[config.mk]
export PLATFORM = sky130hd
export DESIGN_NAME = led_breath_pwm
export DESIGN_NICKNAME = d
export VERILOG_FILES = /design/src/rtl/led_pkg.sv /design/src/rtl/led_ramp_ch.sv /design/src/rtl/led_breath_pwm.sv
export SDC_FILE = /design/constraint.sdc
export NUM_CORES = 1
export LEC_CHECK = 0
export BUFFER_PORTS_ARGS = -buffer_cell sky130_fd_sc_hd__buf_4
export CORE_AREA = 5 5 156 83
export CTS_CLUSTER_DIAMETER = 50
export DETAILED_ROUTE_END_ITERATION = 12
export DIE_AREA = 0 0 161 88
export GPL_TIMING_DRIVEN = 1
export PLACE_DENSITY = 0.73
export SYNTH_ARGS = -nofsm -noshare
export SYNTH_HDL_FRONTEND = slang
export SYNTH_HIERARCHICAL = 1
export SYNTH_SLANG_ARGS = --single-unit
[constraint.sdc]
create_clock -name clk -period 2.6 [get_ports clk]
set_input_delay 0.13 -clock clk [delete_from_list [all_inputs] [get_ports clk]]
set_output_delay 0.13 -clock clk [all_outputs]
set_load 0.05 [all_outputs]
[src/rtl/led_pkg.sv]
// LED breathing controller shared types.
// Mode and ramp-state encodings plus the reset phase helper.
package led_pkg;

  typedef enum logic [1:0] {
    MODE_OFF     = 2'b00,
    MODE_ON      = 2'b01,
    MODE_BREATHE = 2'b10,
    MODE_SAW     = 2'b11
  } mode_e;

  typedef enum logic {
    ST_UP   = 1'b0,
    ST_DOWN = 1'b1
  } ramp_st_e;

  // Staggered start level so channels are spread across the ramp
  function automatic int ch_phase(
    input int i,
    input int ch,
    input int dw
  );
    return (i << dw) / ch;
  endfunction

endpackage

[src/rtl/led_ramp_ch.sv]
// Per-channel brightness ramp: BREATHE triangle or SAW sawtooth.
// Level and direction advance only on prescaler ticks.
module led_ramp_ch
  import led_pkg::*;
#(
  parameter int CH  = 4,
  parameter int DW  = 8,
  parameter int IDX = 0
) (
  input  logic          clk,
  input  logic          rst,
  input  logic          en,
  input  logic          tick,
  input  logic [1:0]    mode,
  output logic [DW-1:0] level,
  output logic          cyc_done
);

  localparam logic [DW-1:0] MAXV = '1;
  localparam logic [DW-1:0] RST_LVL =
    DW'(ch_phase(IDX, CH, DW));

  ramp_st_e      st;
  ramp_st_e      st_nx;
  logic [DW-1:0] lvl_nx;
  logic          done_nx;

  logic up_go;
  logic up_top;
  logic dn_go;
  logic dn_bot;

  assign up_go  = (st == ST_UP) && (level != MAXV);
  assign up_top = (st == ST_UP) && (level == MAXV);
  assign dn_go  = (st == ST_DOWN) && (level != '0);
  assign dn_bot = (st == ST_DOWN) && (level == '0);

  always_ff @(posedge clk or posedge rst) begin
    if (rst) begin
      st       <= ST_UP;
      level    <= RST_LVL;
      cyc_done <= 1'b0;
    end else begin
      st       <= st_nx;
      level    <= lvl_nx;
      cyc_done <= done_nx;
    end
  end

  always_comb begin
    st_nx   = st;
    lvl_nx  = level;
    done_nx = 1'b0;
    if (en && tick) begin
      unique case (mode_e'(mode))
        MODE_BREATHE: begin
          unique case (1'b1)
            up_go: begin
              lvl_nx = level + DW'(1);
            end
            up_top: begin
              st_nx  = ST_DOWN;
              lvl_nx = MAXV - DW'(1);
            end
            dn_go: begin
              lvl_nx = level - DW'(1);
            end
            dn_bot: begin
              st_nx   = ST_UP;
              lvl_nx  = DW'(1);
              done_nx = 1'b1;
            end
            default: ;
          endcase
        end
        MODE_SAW: begin
          // Sawtooth always climbs; leave UP so BREATHE resumes upward
          st_nx = ST_UP;
          if (level == MAXV) begin
            lvl_nx  = '0;
            done_nx = 1'b1;
          end else begin
            lvl_nx = level + DW'(1);
          end
        end
        default: ;
      endcase
    end
  end

endmodule

[src/rtl/led_breath_pwm.sv]
// Multi-channel LED breathing controller with shared-counter PWM.
// Prescaler and PWM counter are shared; each channel owns a ramp.
module led_breath_pwm
  import led_pkg::*;
#(
  parameter int CH = 4,
  parameter int DW = 8,
  parameter int PW = 16
) (
  input  logic            clk,
  input  logic            rst,
  input  logic            en,
  input  logic [PW-1:0]   step_div,
  input  logic [2*CH-1:0] mode,
  output logic [CH-1:0]   pwm_out,
  output logic [CH*DW-1:0] level,
  output logic [CH-1:0]   cyc_done
);

  localparam logic [DW-1:0] MAXV    = '1;
  localparam logic [DW-1:0] CNT_TOP = MAXV - DW'(1);

  logic [PW-1:0] pre;
  logic [DW-1:0] pwm_cnt;
  logic          tick;
  logic [CH-1:0] pwm_nx;
  logic [DW-1:0] lvl [CH];

  // Plain equality: a count above a shrunk step_div wraps around
  assign tick = en && (pre == step_div);

  always_ff @(posedge clk or posedge rst) begin
    if (rst) begin
      pre     <= '0;
      pwm_cnt <= '0;
      pwm_out <= '0;
    end else begin
      pwm_out <= pwm_nx;
      if (en) begin
        pre     <= tick ? '0 : pre + PW'(1);
        pwm_cnt <= (pwm_cnt == CNT_TOP) ? '0
                 : pwm_cnt + DW'(1);
      end
    end
  end

  always_comb begin
    pwm_nx = '0;
    for (int i = 0; i < CH; i++) begin
      unique case (mode_e'(mode[2*i +: 2]))
        MODE_OFF: pwm_nx[i] = 1'b0;
        MODE_ON:  pwm_nx[i] = 1'b1;
        default:  pwm_nx[i] = lvl[i] > pwm_cnt;
      endcase
    end
    if (!en) pwm_nx = '0;
  end

  for (genvar g = 0; g < CH; g++) begin : g_ch
    led_ramp_ch #(
      .CH (CH),
      .DW (DW),
      .IDX(g)
    ) u_ch (
      .clk     (clk),
      .rst     (rst),
      .en      (en),
      .tick    (tick),
      .mode    (mode[2*g +: 2]),
      .level   (lvl[g]),
      .cyc_done(cyc_done[g])
    );
    assign level[DW*g +: DW] = lvl[g];
  end

endmodule

==> results_dict.tcl <==
set metrics [dict create \
    grt_busiest_layer "met1" \
    dp_slack_ns 0.165 \
    dp_cells 915 \
    place_area_um2 6580 \
    cts-htree-levels 3 \
    p_per_area_nw_per_um2 496 \
    synth_common_cells "64 x dfrtp_1, 59 x nor2_1, 57 x nand2_1" \
    met2_usage_pct 34.6 \
    fin_crit_ns 2.39 \
    die_w_um 161 \
    wirelength_mm 17.0 \
    synth_most_common_cell "dfrtp_1" \
    start_util_pct 52.3 \
    cp.arrival_ns 2.66 \
    finalMaxSlewViolations 0 \
    power_mw 3.42 \
    slowest_stage "dfrtp_1" \
    synth_nets 800 \
    power.leakage_nw 3.00 \
    final_cells 934 \
    grt_pass1_wl_mm 28.4 \
    clock_latency_ns 0.34 \
    cpMostUsedCell "nand4_1" \
    hold_viol 0 \
    outcome "completed" \
    rows 28 \
    gr-total-overflow 0 \
    drtPass1Iterations 6 \
    synth_cell_type_count 53 \
    crit_fanout 14 \
    tightestPinTransition_ns 0.640 \
    min_path_type "input port to flip-flop" \
    slew_headroom_pct 57.3 \
    netlist_instances 726 \
    synthTopCellsByArea "dfrtp_1 27%, ha_1 9.8%, a21oi_1 4.7%" \
    synth-seq-cells 68 \
    utilization_pct 60.0 \
    cts_tree "done" \
    criticalPathCategory "flip-flop to flip-flop" \
    io_buffers 66 \
    yosysSeqAreaShare_pct 28.4 \
    peakVddDrop_mv 0.391 \
    synth_area_leader_cell "dfrtp_1" \
    tns_ns 0 \
    ant_nets 0 \
    area_delta_synth_final_pct 14.5 \
    crit_buf_inv 1 \
    clockRootBuffer "clkbuf_16" \
    fmax_mhz 418 \
    synthArstFlopShare_pct 100 \
    use_met3_pct 5.97 \
    grt_usage_pct 24.5 \
    grt_max_degree 27 \
    grt_antenna_before_repair 0 \
    via_per_inst 6.28 \
    synth_edf_count 0 \
    boundaryPins 67 \
    critPathTopFamily "simple AND/OR/NAND/NOR gates" \
    clock_sinks 68 \
    ys.flop_type "dfrtp_1" \
    dieArea_um2 14200 \
    setup_ws_ns 0.206 \
    critPathLaunchType "flip-flop" \
    clockBufferDepth 2 \
    hpwl_mm 12.5 \
    via_count 5866 \
    gp_routability_congestion 0.952 \
    rsz0062_at_grt "true" \
    drc 0 \
    end_kind "flip-flop" \
    cts-buffers-inserted 9 \
    grt_pass1_vias 5558 \
    routedWlPerCell_um 18.2 \
    synth_area_per_cell_um2 8.28 \
    path_clk_slew_ns 0.06 \
    grt_use_met1_pct 37.8 \
    syn_area_um2 6010 \
    drive_above_1_share_pct 16.8 \
    cp_slowest_stage_delay_ns 0.41 \
    finalSetupViolCount 0 \
    layout.nets 853 \
    path_cells "xor2_1 -> nor4_1 -> nand4_1 -> nor4_4 -> buf_12 -> and3_4 -> nand4_1 -> or3_1 -> a31oi_1" \
    fin_skew_ns 0.00737 \
    core_area_um2 11500 \
    diodes 0 \
    synth_warnings 6 \
    drtIter0Drc 1007 \
    synth_top_area_share_pct 26.6 \
    required_ns 2.87 \
    drv_cap 0 \
    stdcell_area_um2 6890 \
    period_share_pct 92.1 \
    hold_ws_ns 0.0680 \
    fp.dieH_um 88 \
]
[worst paths after layout]
kind | start | endpoint | cells past startpoint | slack (ns)
worst max register to register | pre[12] | g_ch[3].u_ch/level[7] | 9 | 0.21
worst max-delay path | pre[12] | g_ch[3].u_ch/level[7] | 9 | 0.21
worst min register to register | pwm_cnt[6] | pwm_cnt[6] | 1 | 0.52
max in group asynchronous | rst | pre[14] | 4 | 1.80
worst min-delay path | mode[7] | pwm_out[3] | 2 | 0.07
min in group asynchronous | rst | pwm_out[3] | 3 | 0.25
[routing by layer]
layer / routed length, µm / up-vias / share of wire [%]
li1: - / 2776 / -
met5: 0 / - / 0
met1: 8360 / 2752 / 49
met4: 150 / 0 / 0.88
met3: 1550 / 18 / 9.1
met2: 6930 / 320 / 41
[area by class of cell]
| cell class | instances | area [µm²] |
|---|---|---|
| Clock inverter | 4 | 25.0 |
| Multi-Input combinational cell | 581 | 3940 |
| Tap cell | 150 | 188 |
| Inverter | 37 | 139 |
| Fill cell | 1011 | 4600 |
| Clock buffer | 12 | 256 |
| Sequential cell | 68 | 1710 |
| Timing Repair Buffer | 82 | 631 |
[timing repair]
item                       4_1_cts  5_1_grt
hold endpoints to repair        64        0
hold buffers                     1        0
setup endpoints to repair        0        3
gates resized for setup          0        1
setup buffers                    0        2
[report_power, final]
group	switching, mW	internal (mW)	leakage (nW)
logic	0.537	0.383	1.99
clock network	0.466	0.694	0.135
registers	0.158	1.18	0.882
total	1.16	2.26	3.00
[cells by family after synthesis]
group	Yosys count	synth area share (%)
AND/OR/NAND/NOR	280	26.0
adder cells (fa/ha/maj)	47	9.78
multiplexers	1	0.166
XOR/XNOR	48	6.99
buffers and inverters	77	6.14
AO/OA/AOI/OAI	205	22.5
flip-flops	68	28.4
[registers in the layout, summed over array words and instances (netlist names)]
register	count
pre	16
g_ch.u_ch/cyc_done	4
g_ch.u_ch/st	4
g_ch.u_ch/level	32
pwm_out	4
pwm_cnt	8
[worst reg2reg max path, cell delays in order, from the launching register on]
cell,delay (ns)
dfrtp_1,0.41
xor2_1,0.15
nor4_1,0.26
nand4_1,0.17
nor4_4,0.25
buf_12,0.19
and3_4,0.19
nand4_1,0.16
or3_1,0.37
a31oi_1,0.17
[placed cells by master, fill, tap and decap left out, types with 5 or more instances in the layout]
| cell | instances |
|---|---|
| nand3_1 | 33 |
| or3_1 | 8 |
| xnor2_1 | 27 |
| nor3b_1 | 8 |
| dfrtp_1 | 64 |
| a21oi_1 | 56 |
| nor2b_1 | 12 |
| o31ai_1 | 8 |
| buf_4 | 80 |
| inv_1 | 37 |
| nor3_1 | 18 |
| xor2_1 | 21 |
| and4_1 | 9 |
| nor4_4 | 5 |
| nand2_1 | 57 |
| nand2b_1 | 8 |
| and3_1 | 10 |
| ha_1 | 47 |
| o211ai_1 | 12 |
| o21ai_0 | 30 |
| a211oi_1 | 8 |
| a21boi_1 | 12 |
| clkbuf_16 | 9 |
| o21ai_1 | 12 |
| nor2_1 | 59 |
| a31oi_1 | 13 |
| nand4_1 | 33 |
Note: power is estimated with default switching activity, not from simulation.
